<file path="config.mk">
export PLATFORM = sky130hd
export DESIGN_NAME = hazard_ctrl_flat
export DESIGN_NICKNAME = d
export VERILOG_FILES = /design/src/rtl/hazard_if.sv /design/src/rtl/hazard_ctrl.sv /design/src/flat_wrapper.sv
export SDC_FILE = /design/constraint.sdc
export NUM_CORES = 1
export LEC_CHECK = 0
export BUFFER_PORTS_ARGS = -buffer_cell sky130_fd_sc_hd__buf_2
export CORE_ASPECT_RATIO = 0.5
export CORE_MARGIN = 4
export CORE_UTILIZATION = 43
export CTS_BUF_LIST = sky130_fd_sc_hd__clkbuf_4 sky130_fd_sc_hd__clkbuf_8 sky130_fd_sc_hd__clkbuf_16
export CTS_CLUSTER_DIAMETER = 50
export DETAILED_ROUTE_END_ITERATION = 12
export GPL_ROUTABILITY_DRIVEN = 0
export PLACE_DENSITY = 0.77
export SYNTH_ARGS = -nofsm -noshare
export SYNTH_HDL_FRONTEND = slang
export SYNTH_SLANG_ARGS = --single-unit
export TNS_END_PERCENT = 5
</file>
<file path="constraint.sdc">
create_clock -name clk -period 2.2 [get_ports clk]
set_clock_uncertainty 0.2 [all_clocks]
set_input_delay 0.44 -clock clk [delete_from_list [all_inputs] [get_ports clk]]
set_output_delay 0.44 -clock clk [all_outputs]
set_load 0.05 [all_outputs]
</file>
<file path="src/rtl/hazard_if.sv">
// -----------------------------------------------------------------------------
// hazard_if -- bundle of every pipeline-facing signal of the hazard controller.
//
//   master : pipeline side. It drives register numbers, write enables, load,
//            branch, memory and divider status, and fault_clear. It receives
//            the forwarding selects, stall/flush controls, mem_fault and
//            stall_cnt.
//   slave  : hazard controller side, with the opposite directions.
//
//   CNT_WIDTH : width of stall_cnt. It must match the controller's CNT_WIDTH.
// -----------------------------------------------------------------------------
interface hazard_if #(
    parameter int CNT_WIDTH = 16
);
    logic [4:0]           Rs1D, Rs2D;
    logic [4:0]           Rs1E, Rs2E, RdE;
    logic [4:0]           RdM, RdW;
    logic                 RegWriteM, RegWriteW;
    logic                 LoadE;
    logic                 PCSrcE;
    logic                 mem_req_M, mem_ack;
    logic                 div_busy_E, div_done;
    logic                 fault_clear;

    logic [1:0]           ForwardAE, ForwardBE;
    logic                 StallF, StallD, StallE, StallM;
    logic                 FlushD, FlushE, FlushM, FlushW;
    logic                 mem_fault;
    logic [CNT_WIDTH-1:0] stall_cnt;

    modport master (
        output Rs1D, Rs2D, Rs1E, Rs2E, RdE, RdM, RdW,
        output RegWriteM, RegWriteW, LoadE, PCSrcE,
        output mem_req_M, mem_ack, div_busy_E, div_done, fault_clear,
        input  ForwardAE, ForwardBE,
        input  StallF, StallD, StallE, StallM,
        input  FlushD, FlushE, FlushM, FlushW,
        input  mem_fault, stall_cnt
    );

    modport slave (
        input  Rs1D, Rs2D, Rs1E, Rs2E, RdE, RdM, RdW,
        input  RegWriteM, RegWriteW, LoadE, PCSrcE,
        input  mem_req_M, mem_ack, div_busy_E, div_done, fault_clear,
        output ForwardAE, ForwardBE,
        output StallF, StallD, StallE, StallM,
        output FlushD, FlushE, FlushM, FlushW,
        output mem_fault, stall_cnt
    );
endinterface

</file>
<file path="src/rtl/hazard_ctrl.sv">
// -----------------------------------------------------------------------------
// hazard_ctrl -- hazard unit for a five-stage pipeline. It has these functions:
//   * Operand forwarding from the Memory and Writeback stages.
//   * Load-use stall.
//   * Stall while data memory has not acknowledged. A watchdog moves the unit
//     to a sticky FAULT state on timeout.
//   * Stall while a multi-cycle divide is busy.
//   * Branch flush.
//   * Saturating count of front-end stall cycles.
//
// Ports:
//   clk    : single clock. All state updates on the rising edge.
//   reset  : asynchronous, active low.
//   hz     : hazard_if.slave, which carries all pipeline inputs and outputs.
//
// Parameters:
//   MEM_TIMEOUT : number of MEM_WAIT cycles without mem_ack before FAULT.
//   CNT_WIDTH   : width of stall_cnt.
//
// Stall and flush outputs are combinational from the current state and the
// inputs. A stall therefore asserts in the same cycle as its cause.
// -----------------------------------------------------------------------------
module hazard_ctrl #(
    parameter int MEM_TIMEOUT = 64,
    parameter int CNT_WIDTH   = 16
) (
    input  logic     clk,
    input  logic     reset,
    hazard_if.slave  hz
);
    localparam int WAIT_W = (MEM_TIMEOUT > 2) ? $clog2(MEM_TIMEOUT) : 1;
    localparam logic [WAIT_W-1:0] WAIT_LAST = WAIT_W'(MEM_TIMEOUT - 1);

    typedef enum logic [1:0] {
        IDLE     = 2'd0,
        MEM_WAIT = 2'd1,
        DIV_WAIT = 2'd2,
        FAULT    = 2'd3
    } state_t;

    state_t               state_q, state_d;
    logic [WAIT_W-1:0]    wait_q, wait_d;
    logic [CNT_WIDTH-1:0] stall_cnt_q, stall_cnt_d;

    logic mem_pend, memstall, divstall, lw_hazard, lwstall;
    logic stall_f, stall_d, stall_e, stall_m;
    logic flush_d, flush_e, flush_m, flush_w;

    // Forwarding. The Memory stage holds the newer value, so it wins.
    always_comb begin
        hz.ForwardAE = 2'b00;
        if (hz.RegWriteM && hz.RdM != 5'd0 && hz.RdM == hz.Rs1E)
            hz.ForwardAE = 2'b10;
        else if (hz.RegWriteW && hz.RdW != 5'd0 && hz.RdW == hz.Rs1E)
            hz.ForwardAE = 2'b01;

        hz.ForwardBE = 2'b00;
        if (hz.RegWriteM && hz.RdM != 5'd0 && hz.RdM == hz.Rs2E)
            hz.ForwardBE = 2'b10;
        else if (hz.RegWriteW && hz.RdW != 5'd0 && hz.RdW == hz.Rs2E)
            hz.ForwardBE = 2'b01;
    end

    // Stall causes, highest priority first.
    assign mem_pend  = hz.mem_req_M & ~hz.mem_ack;
    assign memstall  = mem_pend | (state_q == FAULT);
    assign divstall  = hz.div_busy_E & ~hz.div_done & ~memstall;
    assign lw_hazard = hz.LoadE & (hz.RdE != 5'd0) &
                       ((hz.RdE == hz.Rs1D) | (hz.RdE == hz.Rs2D));
    assign lwstall   = lw_hazard & ~memstall & ~divstall;

    // A taken branch waiting in a held Execute stage keeps PCSrcE high.
    // Its flush therefore fires on the first cycle after the stall ends.
    // No extra state is needed to remember it.
    always_comb begin
        stall_f = 1'b0;
        stall_d = 1'b0;
        stall_e = 1'b0;
        stall_m = 1'b0;
        flush_d = 1'b0;
        flush_e = 1'b0;
        flush_m = 1'b0;
        flush_w = 1'b0;
        if (memstall) begin
            stall_f = 1'b1;
            stall_d = 1'b1;
            stall_e = 1'b1;
            stall_m = 1'b1;
            flush_w = 1'b1;  // bubble into Writeback while Memory is frozen
        end else if (divstall) begin
            stall_f = 1'b1;
            stall_d = 1'b1;
            stall_e = 1'b1;
            flush_m = 1'b1;  // bubble into Memory while Execute is frozen
        end else begin
            stall_f = lwstall;
            stall_d = lwstall;
            flush_d = hz.PCSrcE;
            flush_e = hz.PCSrcE | lwstall;
        end
    end

    assign hz.StallF = stall_f;
    assign hz.StallD = stall_d;
    assign hz.StallE = stall_e;
    assign hz.StallM = stall_m;
    assign hz.FlushD = flush_d;
    assign hz.FlushE = flush_e;
    assign hz.FlushM = flush_m;
    assign hz.FlushW = flush_w;

    // Next-state logic. The memory condition has priority over the divide.
    always_comb begin
        state_d = state_q;
        wait_d  = wait_q;
        unique case (state_q)
            IDLE: begin
                if (mem_pend) begin
                    state_d = MEM_WAIT;
                    wait_d  = '0;
                end else if (hz.div_busy_E && !hz.div_done) begin
                    state_d = DIV_WAIT;
                end
            end
            MEM_WAIT: begin
                // An ack on the final wait cycle beats the timeout.
                if (hz.mem_ack)
                    state_d = IDLE;
                else if (wait_q == WAIT_LAST)
                    state_d = FAULT;
                else
                    wait_d = wait_q + WAIT_W'(1);
            end
            DIV_WAIT: begin
                if (mem_pend) begin
                    state_d = MEM_WAIT;
                    wait_d  = '0;
                end else if (hz.div_done) begin
                    state_d = IDLE;
                end
            end
            FAULT: begin
                if (hz.fault_clear)
                    state_d = IDLE;
            end
            default: state_d = IDLE;
        endcase
    end

    always_comb begin
        stall_cnt_d = stall_cnt_q;
        if (stall_f && stall_cnt_q != {CNT_WIDTH{1'b1}})
            stall_cnt_d = stall_cnt_q + CNT_WIDTH'(1);
    end

    always_ff @(posedge clk or negedge reset) begin
        if (!reset) begin
            state_q     <= IDLE;
            wait_q      <= '0;
            stall_cnt_q <= '0;
        end else begin
            state_q     <= state_d;
            wait_q      <= wait_d;
            stall_cnt_q <= stall_cnt_d;
        end
    end

    assign hz.mem_fault = (state_q == FAULT);
    assign hz.stall_cnt = stall_cnt_q;
endmodule

</file>
<file path="src/flat_wrapper.sv">
// flat-port wrapper written by rule: the top's interface ports become plain ports
module hazard_ctrl_flat 
#(
    parameter int MEM_TIMEOUT = 64,
    parameter int CNT_WIDTH   = 16
)
  (clk, reset, hz_Rs1D, hz_Rs2D, hz_Rs1E, hz_Rs2E, hz_RdE, hz_RdM, hz_RdW, hz_RegWriteM, hz_RegWriteW, hz_LoadE, hz_PCSrcE, hz_mem_req_M, hz_mem_ack, hz_div_busy_E, hz_div_done, hz_fault_clear, hz_ForwardAE, hz_ForwardBE, hz_StallF, hz_StallD, hz_StallE, hz_StallM, hz_FlushD, hz_FlushE, hz_FlushM, hz_FlushW, hz_mem_fault, hz_stall_cnt);
  hazard_if #(.CNT_WIDTH(CNT_WIDTH)) hz_i ();
  input  logic clk;
  input  logic reset;
  input wire logic [$bits(hz_i.Rs1D)-1:0] hz_Rs1D;
  input wire logic [$bits(hz_i.Rs2D)-1:0] hz_Rs2D;
  input wire logic [$bits(hz_i.Rs1E)-1:0] hz_Rs1E;
  input wire logic [$bits(hz_i.Rs2E)-1:0] hz_Rs2E;
  input wire logic [$bits(hz_i.RdE)-1:0] hz_RdE;
  input wire logic [$bits(hz_i.RdM)-1:0] hz_RdM;
  input wire logic [$bits(hz_i.RdW)-1:0] hz_RdW;
  input wire logic [$bits(hz_i.RegWriteM)-1:0] hz_RegWriteM;
  input wire logic [$bits(hz_i.RegWriteW)-1:0] hz_RegWriteW;
  input wire logic [$bits(hz_i.LoadE)-1:0] hz_LoadE;
  input wire logic [$bits(hz_i.PCSrcE)-1:0] hz_PCSrcE;
  input wire logic [$bits(hz_i.mem_req_M)-1:0] hz_mem_req_M;
  input wire logic [$bits(hz_i.mem_ack)-1:0] hz_mem_ack;
  input wire logic [$bits(hz_i.div_busy_E)-1:0] hz_div_busy_E;
  input wire logic [$bits(hz_i.div_done)-1:0] hz_div_done;
  input wire logic [$bits(hz_i.fault_clear)-1:0] hz_fault_clear;
  output wire logic [$bits(hz_i.ForwardAE)-1:0] hz_ForwardAE;
  output wire logic [$bits(hz_i.ForwardBE)-1:0] hz_ForwardBE;
  output wire logic [$bits(hz_i.StallF)-1:0] hz_StallF;
  output wire logic [$bits(hz_i.StallD)-1:0] hz_StallD;
  output wire logic [$bits(hz_i.StallE)-1:0] hz_StallE;
  output wire logic [$bits(hz_i.StallM)-1:0] hz_StallM;
  output wire logic [$bits(hz_i.FlushD)-1:0] hz_FlushD;
  output wire logic [$bits(hz_i.FlushE)-1:0] hz_FlushE;
  output wire logic [$bits(hz_i.FlushM)-1:0] hz_FlushM;
  output wire logic [$bits(hz_i.FlushW)-1:0] hz_FlushW;
  output wire logic [$bits(hz_i.mem_fault)-1:0] hz_mem_fault;
  output wire logic [$bits(hz_i.stall_cnt)-1:0] hz_stall_cnt;
  assign hz_i.Rs1D = hz_Rs1D;
  assign hz_i.Rs2D = hz_Rs2D;
  assign hz_i.Rs1E = hz_Rs1E;
  assign hz_i.Rs2E = hz_Rs2E;
  assign hz_i.RdE = hz_RdE;
  assign hz_i.RdM = hz_RdM;
  assign hz_i.RdW = hz_RdW;
  assign hz_i.RegWriteM = hz_RegWriteM;
  assign hz_i.RegWriteW = hz_RegWriteW;
  assign hz_i.LoadE = hz_LoadE;
  assign hz_i.PCSrcE = hz_PCSrcE;
  assign hz_i.mem_req_M = hz_mem_req_M;
  assign hz_i.mem_ack = hz_mem_ack;
  assign hz_i.div_busy_E = hz_div_busy_E;
  assign hz_i.div_done = hz_div_done;
  assign hz_i.fault_clear = hz_fault_clear;
  assign hz_ForwardAE = hz_i.ForwardAE;
  assign hz_ForwardBE = hz_i.ForwardBE;
  assign hz_StallF = hz_i.StallF;
  assign hz_StallD = hz_i.StallD;
  assign hz_StallE = hz_i.StallE;
  assign hz_StallM = hz_i.StallM;
  assign hz_FlushD = hz_i.FlushD;
  assign hz_FlushE = hz_i.FlushE;
  assign hz_FlushM = hz_i.FlushM;
  assign hz_FlushW = hz_i.FlushW;
  assign hz_mem_fault = hz_i.mem_fault;
  assign hz_stall_cnt = hz_i.stall_cnt;
  hazard_ctrl #(.MEM_TIMEOUT(MEM_TIMEOUT), .CNT_WIDTH(CNT_WIDTH)) u_core (.clk(clk), .reset(reset), .hz(hz_i));
endmodule
</file>
# After elaboration in Yosys (flattened, before gate mapping)
# Index checks and enable logic that the tools add are counted.
dict set report word_totals {
  out_inout_bits 29
  mem_count 0
  latchBits 0
  input_bits 46
  word_cells 80
  register_bits 24
  mem_bits_rw 0
  romBits 0
}
dict set report op_classes {
  multipliers 0
  div 0
  n_eq_ne 18
  n_mux 26
  n_shift 0
  magnitude_cmp 0
  n_bitwise 14
  reduce_logical 17
  add_sub_neg 2
}
# cell n
set op_table {}
lappend op_table {{$eq A5 B5 Y1} 6}
lappend op_table {{$mux W2} 9}
lappend op_table {{$mux W6} 3}
lappend op_table {{$add A16 B1 Y16 const B} 1}
lappend op_table {{$ne A16 B16 Y1 const B} 1}
lappend op_table {{$reduce_bool A5 Y1} 3}
lappend op_table {{$mux W1} 12}
lappend op_table {{$pmux W6 S2} 1}
lappend op_table {{$logic_and A1 B1 Y1} 8}
lappend op_table {{$pmux W2 S4} 1}
lappend op_table {{$reduce_and A4 Y1} 2}
lappend op_table {{$and A1 B1 Y1} 7}
lappend op_table {{$add A6 B1 Y6 const B} 1}
lappend op_table {{$eq A6 B6 Y1 const B} 1}
lappend op_table {{$ne A2 B2 Y1 const B} 3}
lappend op_table {{$ne A3 B2 Y1 const B} 2}
lappend op_table {{$eq A2 B2 Y1 const B} 2}
lappend op_table {{$not A1 Y1} 4}
lappend op_table {{$ne A3 B1 Y1 const B} 1}
lappend op_table {{$or A1 B1 Y1} 3}
lappend op_table {{$eq A2 B1 Y1 const B} 1}
lappend op_table {{$logic_not A2 Y1} 1}
lappend op_table {{$ne A2 B1 Y1 const B} 1}
lappend op_table {{$reduce_bool A2 Y1} 1}
lappend op_table {{other kinds (2)} 2}

# Logic depth before layout (Yosys ltp)
# Gate-level depths: netlist of run 1.
dict set report depth {
  word_depth 10
  mapped_depth 9
}

# Worst setup path before layout of run 1
# No wires, ideal clock.
dict set report synth_path {
  path_type {input to output}
  from {input port hz_RdM[1]}
  to {output port hz_ForwardAE[0]}
  cell_stages 4
  arrival_ps 3017
  setup_slack_ps -1457
  path_buffers 0
  path_cell_list {or4_1 -> o21ai_0 -> nor4_1 -> nor4_1}
}
dict set report synth_between {
  elab_chain_len 4
  word_cells_on_any_way 5
}
# element line_no
set synth_rtl {}
lappend synth_rtl {{start, declared} flat_wrapper.sv:16} ;# input wire logic [$bits(hz_i.RdM)-1:0] hz_RdM;
lappend synth_rtl {{$reduce_bool A5 Y1} hazard_ctrl.sv:52} ;# if (hz.RegWriteM && hz.RdM != 5'd0 && hz.RdM == hz.Rs1E)
lappend synth_rtl {{$logic_and A1 B1 Y1} hazard_ctrl.sv:52}
lappend synth_rtl {{$logic_and A1 B1 Y1 (*)} hazard_ctrl.sv:52}
lappend synth_rtl {{$mux W2 (*)} hazard_ctrl.sv:52}
lappend synth_rtl {{end, declared} flat_wrapper.sv:27} ;# output wire logic [$bits(hz_i.ForwardAE)-1:0] hz_ForwardAE;
# Mark *: on every way between the ends. The rest lies on a longest branch, timed or not.

# Worst setup path in the final report of run 1
dict set report layout_path {
  from {input port hz_RdM[1]}
  to {output port hz_ForwardBE[0]}
}
dict set report layout_between {
  elab_chain_len 4
  word_cells_on_any_way 5
}
# element line_no
set layout_rtl {}
lappend layout_rtl {{$reduce_bool A5 Y1} hazard_ctrl.sv:58} ;# if (hz.RegWriteM && hz.RdM != 5'd0 && hz.RdM == hz.Rs2E)
lappend layout_rtl {{$logic_and A1 B1 Y1} hazard_ctrl.sv:58}
lappend layout_rtl {{$logic_and A1 B1 Y1 (*)} hazard_ctrl.sv:58}
lappend layout_rtl {{$mux W2 (*)} hazard_ctrl.sv:58}
lappend layout_rtl {{end, declared} flat_wrapper.sv:28} ;# output wire logic [$bits(hz_i.ForwardBE)-1:0] hz_ForwardBE;
# Marks and branches as above.

==> run summary, run 1 <==
==========================================================================================
Number of sinks handled by clock tree synthesis                                         24
Net count after synthesis                                                              233
Antenna cell count                                                                       0
Worst-skew pair later-pin latency                                                  0.27 ns
Post-layout instance area                                                        2650 um^2
Critical Setup Path Class                                                           in2out
Max rail drop VDD                                                                 0.450 mV
Remaining antenna violation count after routing                                          0
WP data required                                                                   1.56 ns
Share of synthesized cell area in full adder, half adder and majority cells         0.0146
Nature of the critical path startpoint                                          input port
Placeable core area                                                              3620 um^2
Total congestion overflow                                                                0
Crit path max fanout                                                                     2
Unrepaired setup endpoints after global routing                                       true
Final Power                                                                        1.98 mW
Number of buffers created by CTS                                                         3
Max Fclk                                                                         0.415 GHz
Placed cell area                                                                 2420 um^2
Post-route DRC                                                                           0
Maximum clock insertion buffer count                                                     2
Number of vias in the routed layout                                                  1,803
Area growth, synth to finish                                                         54.8%
TritonCTS clock tree                                                                  done
Worst-path clk slew                                                                0.08 ns
Kind of capture point of the worst setup path                                 primary output
Cell Rows                                                                               15
Most frequently used flop master after synthesis                              sky130_fd_sc_hd__dfrtp_1
Portion of netlist area occupied by mux cells                                       0.0212
Area share of xor/xnor cells in the synthesized design                               0.205
Routed wire length                                                                 5110 um
Run status                                                                    finished, violations left
Proportion of synthesized flip-flops having asynchronous set or reset                 1.00
Detailed-route wire length per cell                                                14.9 um
Shortest clock period the worst path allows after layout                           2.41 ns
Height of the die                                                                  52.6 um
FF-to-FF Start                                                                u_core.hz.stall_cnt[0]
Initial core utilization                                                             0.473
Hold slack                                                                        0.186 ns
Netlist area before placement                                                    1710 um^2
Root buffer cell                                                              sky130_fd_sc_hd__clkbuf_8
Estimated wirelength of the detail-placed design                                   3960 um
Total iterations of the first detailed-routing run                                       4
Io pins                                                                                 75
Dominant combinational cell family by area after synthesis                    simple AND/OR/NAND/NOR gates
Number of H-tree levels                                                                  1
Via/cell ratio                                                                        5.27
Proportion of layout cells with a drive suffix above 1                               0.498
Power density normalized to cell area                                          747 nW/um^2
Number of DRC markers after the initial detailed-route iteration                        69
Number of buffers added on ports                                                        74
Fraction of the mapped netlist area in compound gates                                0.141
Util after Layout                                                                    0.732
Slew at the pin closest to its max-slew limit                                     0.539 ns
Path class of the lowest-slack min-delay path                                       in2reg
Number of endpoints failing setup at the final stage                                     7
Final critical-path setup slack                                                  -0.209 ns
Die span in x                                                                      97.3 um
Die outline area                                                                 5120 um^2
Synthesized area per cell                                                        9.26 um^2
Number of maximum-capacitance violations                                                 0
Headroom to the max-slew limit                                                       0.641
Final-report hold violation count                                                        0
Yosys warning count                                                                      0
Leakage power total                                                                1.27 nW
Post-synthesis sequential area ratio                                                 0.351
Violated checks                                                               setup timing
Via count of the first global-routing pass                                           1,868
Initial antenna violation count                                                          0
Share of the cycle needed by the critical path after routing                          1.09
Gate count after technology mapping                                                    185
HP Start                                                                        hz_mem_ack
Source of the critical timing path                                               hz_RdM[1]
Synth unique cells                                                                      45
Simple logic cell fraction of the synthesized area                                   0.241
Placement-stage worst setup slack                                                -0.348 ns
Number of nets in the layout                                                           340
Number of enable-type register cells in the synthesized netlist                          0
#FFs+latches synth                                                                      24
Aggregate global-route resource usage                                                0.204
Largest net degree at the start of global routing                                       25
Arrival time at the worst endpoint                                                 1.77 ns
First-pass GRT wire length                                                         8500 um
Slew Viols, Final                                                                        0
==========================================================================================
[path summary, 6_finish.rpt]
check	endpoint	slack, ns	cells past startpoint
setup / recovery	hz_ForwardBE[0]	-0.21	7
hold / removal	u_core.state_q[0]	0.19	2
setup reg to reg	u_core.hz.stall_cnt[8]	0.09	8
hold reg to reg	u_core.hz.stall_cnt[0]	0.29	1
max in group asynchronous	u_core.hz.stall_cnt[1]	0.92	2
min in group asynchronous	u_core.hz.stall_cnt[10]	0.49	2
[registers in the layout, indices dropped and copies added, names as in the netlist]
register,count
u_core.wait_q,6
u_core.hz.stall_cnt,16
u_core.state_q,2
[through the flow]
step	cells	setup TNS, ns
finish	342	-0.714
global route	342	-1.06
CTS	341	-0.869
detailed placement	335	-1.56
global placement	335	-1.33
floorplan	185	-1.65
[what timing repair did]
action | CTS | global route
setup buffers | 1 | 1
endpoints found under the setup margin | 7 | 13
hold buffers | 1 | 0
endpoints found under the hold margin | 24 | 0
resized for setup | 16 | 19
pin swaps | 4 | 8
[area by class of cell]
| class | count | area [um^2] |
|---|---|---|
| Clock buffer | 3 | 41.3 |
| Tap cell | 51 | 63.8 |
| Timing Repair Buffer | 107 | 683 |
| Sequential cell | 24 | 603 |
| Fill cell | 266 | 971 |
| Inverter | 3 | 11.3 |
| Clock inverter | 1 | 30.0 |
| Multi-Input combinational cell | 153 | 1220 |
[Yosys cell counts, types with 3 or more instances]
library cell,count,share of area
sky130_fd_sc_hd__o21ai_0,10,0.029
sky130_fd_sc_hd__and3_1,5,0.018
sky130_fd_sc_hd__nand4_1,7,0.026
sky130_fd_sc_hd__inv_1,3,0.0066
sky130_fd_sc_hd__nand3_1,7,0.020
sky130_fd_sc_hd__dfrtp_1,24,0.35
sky130_fd_sc_hd__or4_1,4,0.018
sky130_fd_sc_hd__nor2_1,17,0.037
sky130_fd_sc_hd__nor4_1,4,0.015
sky130_fd_sc_hd__xor2_1,29,0.15
sky130_fd_sc_hd__a21oi_1,8,0.023
sky130_fd_sc_hd__xnor2_1,11,0.056
sky130_fd_sc_hd__a31oi_1,4,0.015
sky130_fd_sc_hd__nor3_1,4,0.012
sky130_fd_sc_hd__nand2_1,11,0.024
sky130_fd_sc_hd__nand2b_1,3,0.011
[report_power, final]
part	total [mW]	leakage (nW)	internal, mW	switching (mW)
clock network	0.385	0.0357	0.243	0.141
logic	0.935	0.926	0.334	0.601
registers	0.660	0.311	0.540	0.120
total	1.98	1.27	1.12	0.863
[kinds of logic after synthesis]
kind of cell / after synthesis
xor gates and xnor gates: 40
buffers and inverters: 8
DFF: 24
and+or+nand+nor: 74
muxes: 3
adders and majority gates: 2
AOI/OAI and AO/OA: 34
[layout by cell type, fill, tap and decap left out, drive strengths merged, types with 2 or more instances in the layout]
master	netlist	layout
and4	3	3
xnor2	11	11
ha	2	2
nand3	8	8
o31ai	2	2
xor2	29	29
dfrtp	24	24
nor2b	2	2
o21ai	12	12
and3	6	6
nor4	4	4
nand2	11	11
inv	3	3
or4	5	5
nor3	4	4
a21oi	8	8
nor2	17	17
and2	2	2
buf	4	104
mux2	2	2
nand2b	3	3
clkbuf	1	5
nand4	7	7
a31oi	4	4
[metal layers]
metal / share of wire / track usage / vias up
li1: - / - / 881
met1: 0.40 / 0.221 / 844
met2: 0.52 / 0.404 / 66
met3: 0.062 / 0.0398 / 12
met4: 0.022 / 0.0828 / 0
met5: 0 / 0 / -
[critical path: stages]
cell	delay, ns
sky130_fd_sc_hd__buf_6	0.09
sky130_fd_sc_hd__or4_4	0.54
sky130_fd_sc_hd__o21ai_4	0.16
sky130_fd_sc_hd__buf_4	0.14
sky130_fd_sc_hd__nor4_4	0.05
sky130_fd_sc_hd__nor4_4	0.15
sky130_fd_sc_hd__buf_6	0.19
Power figures use the tool's default switching activity.
==> run 2, diff against run 1 <==
--- a/config.mk
+++ b/config.mk
@@ -8,12 +8,12 @@
 export BUFFER_PORTS_ARGS = -buffer_cell sky130_fd_sc_hd__buf_2
 export CORE_ASPECT_RATIO = 0.5
 export CORE_MARGIN = 4
-export CORE_UTILIZATION = 43
+export CORE_UTILIZATION = 40
 export CTS_BUF_LIST = sky130_fd_sc_hd__clkbuf_4 sky130_fd_sc_hd__clkbuf_8 sky130_fd_sc_hd__clkbuf_16
 export CTS_CLUSTER_DIAMETER = 50
 export DETAILED_ROUTE_END_ITERATION = 12
 export GPL_ROUTABILITY_DRIVEN = 0
-export PLACE_DENSITY = 0.77
+export PLACE_DENSITY = 0.72
 export SYNTH_ARGS = -nofsm -noshare
 export SYNTH_HDL_FRONTEND = slang
 export SYNTH_SLANG_ARGS = --single-unit
==> run 2 against run 1 <==
The run still ends with setup timing left. Critical endpoint unchanged. Global-route usage decreased by 3.1 points. Routed wire length decreased by 8.1%. Sequential power decreased by 2%. Via count decreased by 3.7%.
==> run summary, run 2 (synthesis results as in run 1) <==
===============================================================================
Final Power                                                             1.86 mW
Area growth, synth to finish                                              49.5%
Number of buffers added on ports                                             74
Final critical-path setup slack                                       -0.209 ns
Hold path depth                                                               2
Util after Layout                                                         0.640
Via/cell ratio                                                             5.05
Initial antenna violation count                                               0
Count of fill cells added during filler insertion                           332
Cell Rows                                                                    16
Power density normalized to cell area                               726 nW/um^2
Largest net degree at the start of global routing                            25
Number of nets in the layout                                                339
Arrival time at the worst endpoint                                      1.77 ns
Proportion of layout cells with a drive suffix above 1                    0.472
Number of sinks handled by clock tree synthesis                              24
Maximum clock insertion buffer count                                          2
WP data required                                                        1.56 ns
Number of maximum-capacitance violations                                      0
Final-report hold violation count                                             0
Max FFs per register                                                         16
Shortest clock period the worst path allows after layout                2.41 ns
Routed wire length                                                      4700 um
Kind of capture point of the worst setup path                      primary output
Slew at the pin closest to its max-slew limit                          0.526 ns
Number of H-tree levels                                                       1
Instance count after placement with tap cells included                      337
Crit path max fanout                                                          3
Estimated wirelength of the detail-placed design                        3840 um
Root buffer cell                                                   sky130_fd_sc_hd__clkbuf_8
Unrepaired setup endpoints after global routing                            true
Antenna cell count                                                            0
Initial core utilization                                                  0.428
Max rail drop VDD                                                      0.520 mV
Leakage power total                                                     1.22 nW
Aggregate global-route resource usage                                     0.174
Share of the cycle needed by the critical path after routing               1.09
Critical Setup Path Class                                                in2out
Remaining antenna violation count after routing                               0
Io pins                                                                      75
Violated checks                                                    setup timing
Post-route DRC                                                                0
Slew Viols, Final                                                             0
Die span in x                                                            101 um
Run status                                                         finished, violations left
First-pass GRT wire length                                              7550 um
Number of buffers created by CTS                                              3
Reg area                                                               603 um^2
Reg2reg path depth                                                            7
Height of the die                                                       54.3 um
Detailed-route wire length per cell                                     13.7 um
Placement-stage worst setup slack                                     -0.386 ns
Via count of the first global-routing pass                                1,696
Hold slack                                                             0.191 ns
Path class of the lowest-slack min-delay path                            in2reg
Post-route non-filler standard cell count                                   344
Number of endpoints failing setup at the final stage                          7
Worst-path clk slew                                                     0.08 ns
Placeable core area                                                   4000 um^2
Total iterations of the first detailed-routing run                            4
Most frequent cells in the layout                                  sky130_fd_sc_hd__buf_2, sky130_fd_sc_hd__buf_4, sky130_fd_sc_hd__xor2_1
Worst-skew pair later-pin latency                                       0.27 ns
Area taken by multi-input logic gates                                 1170 um^2
Max Fclk                                                              0.415 GHz
Number of vias in the routed layout                                       1,736
Nature of the critical path startpoint                               input port
Total congestion overflow                                                     0
Headroom to the max-slew limit                                            0.649
Commonest non-fill, non-tap cell in the layout                     sky130_fd_sc_hd__buf_2
TritonCTS clock tree                                                       done
Number of DRC markers after the initial detailed-route iteration             59
Die outline area                                                      5460 um^2
===============================================================================
==> run 2: final timing paths <==
| path | slack, ns | endpoint | start |
|---|---|---|---|
| max reg2reg | 0.14 | u_core.hz.stall_cnt[4] | u_core.hz.stall_cnt[0] |
| max in group asynchronous | 0.94 | u_core.hz.stall_cnt[0] | reset |
| min reg2reg | 0.30 | u_core.hz.stall_cnt[0] | u_core.hz.stall_cnt[0] |
| min | 0.19 | u_core.state_q[0] | hz_mem_ack |
| min in group asynchronous | 0.48 | u_core.hz.stall_cnt[15] | reset |
| max | -0.21 | hz_ForwardBE[0] | hz_RdW[0] |
==> run 2: critical path, cell delays in order <==
cell	delay, ns
sky130_fd_sc_hd__buf_2	0.12
sky130_fd_sc_hd__xor2_1	0.16
sky130_fd_sc_hd__or4_4	0.56
sky130_fd_sc_hd__nor4_4	0.29
sky130_fd_sc_hd__buf_6	0.19
==> run 2: final cells by class <==
class	instances	area share
inverter	3	0.00440
timing repair buffer	106	0.257
tap	54	0.0264
sequential	24	0.235
multi-input combinational	153	0.457
clock buffer	4	0.0191
==> run 2: metal layers <==
metal	GRT usage	part of all wire
met1	0.201	0.43
met2	0.348	0.52
met3	0.0420	0.056
met4	0.0134	0.0017
met5	0	0
==> run 2: what timing repair did <==
item	in CTS	in global routing
hold buffers	1	0
gates resized for setup	15	8
setup endpoints to repair	7	15
setup buffers	1	1
pin swaps	5	4
endpoints found under the hold margin	24	0
==> run 2: power by group <==
| part | leakage [nW] | internal [mW] | switching, mW |
|---|---|---|---|
| registers | 0.311 | 0.540 | 0.107 |
| clock network | 0.0262 | 0.142 | 0.136 |
| logic | 0.886 | 0.334 | 0.599 |
==> run 2: through the flow <==
step,setup TNS (ns),area (um^2)
after CTS,-0.899,2530
after global placement,-1.43,2410
final,-0.764,2560
after detailed placement,-1.65,2410
after floorplan,-1.65,1790
after global routing,-1.11,2560
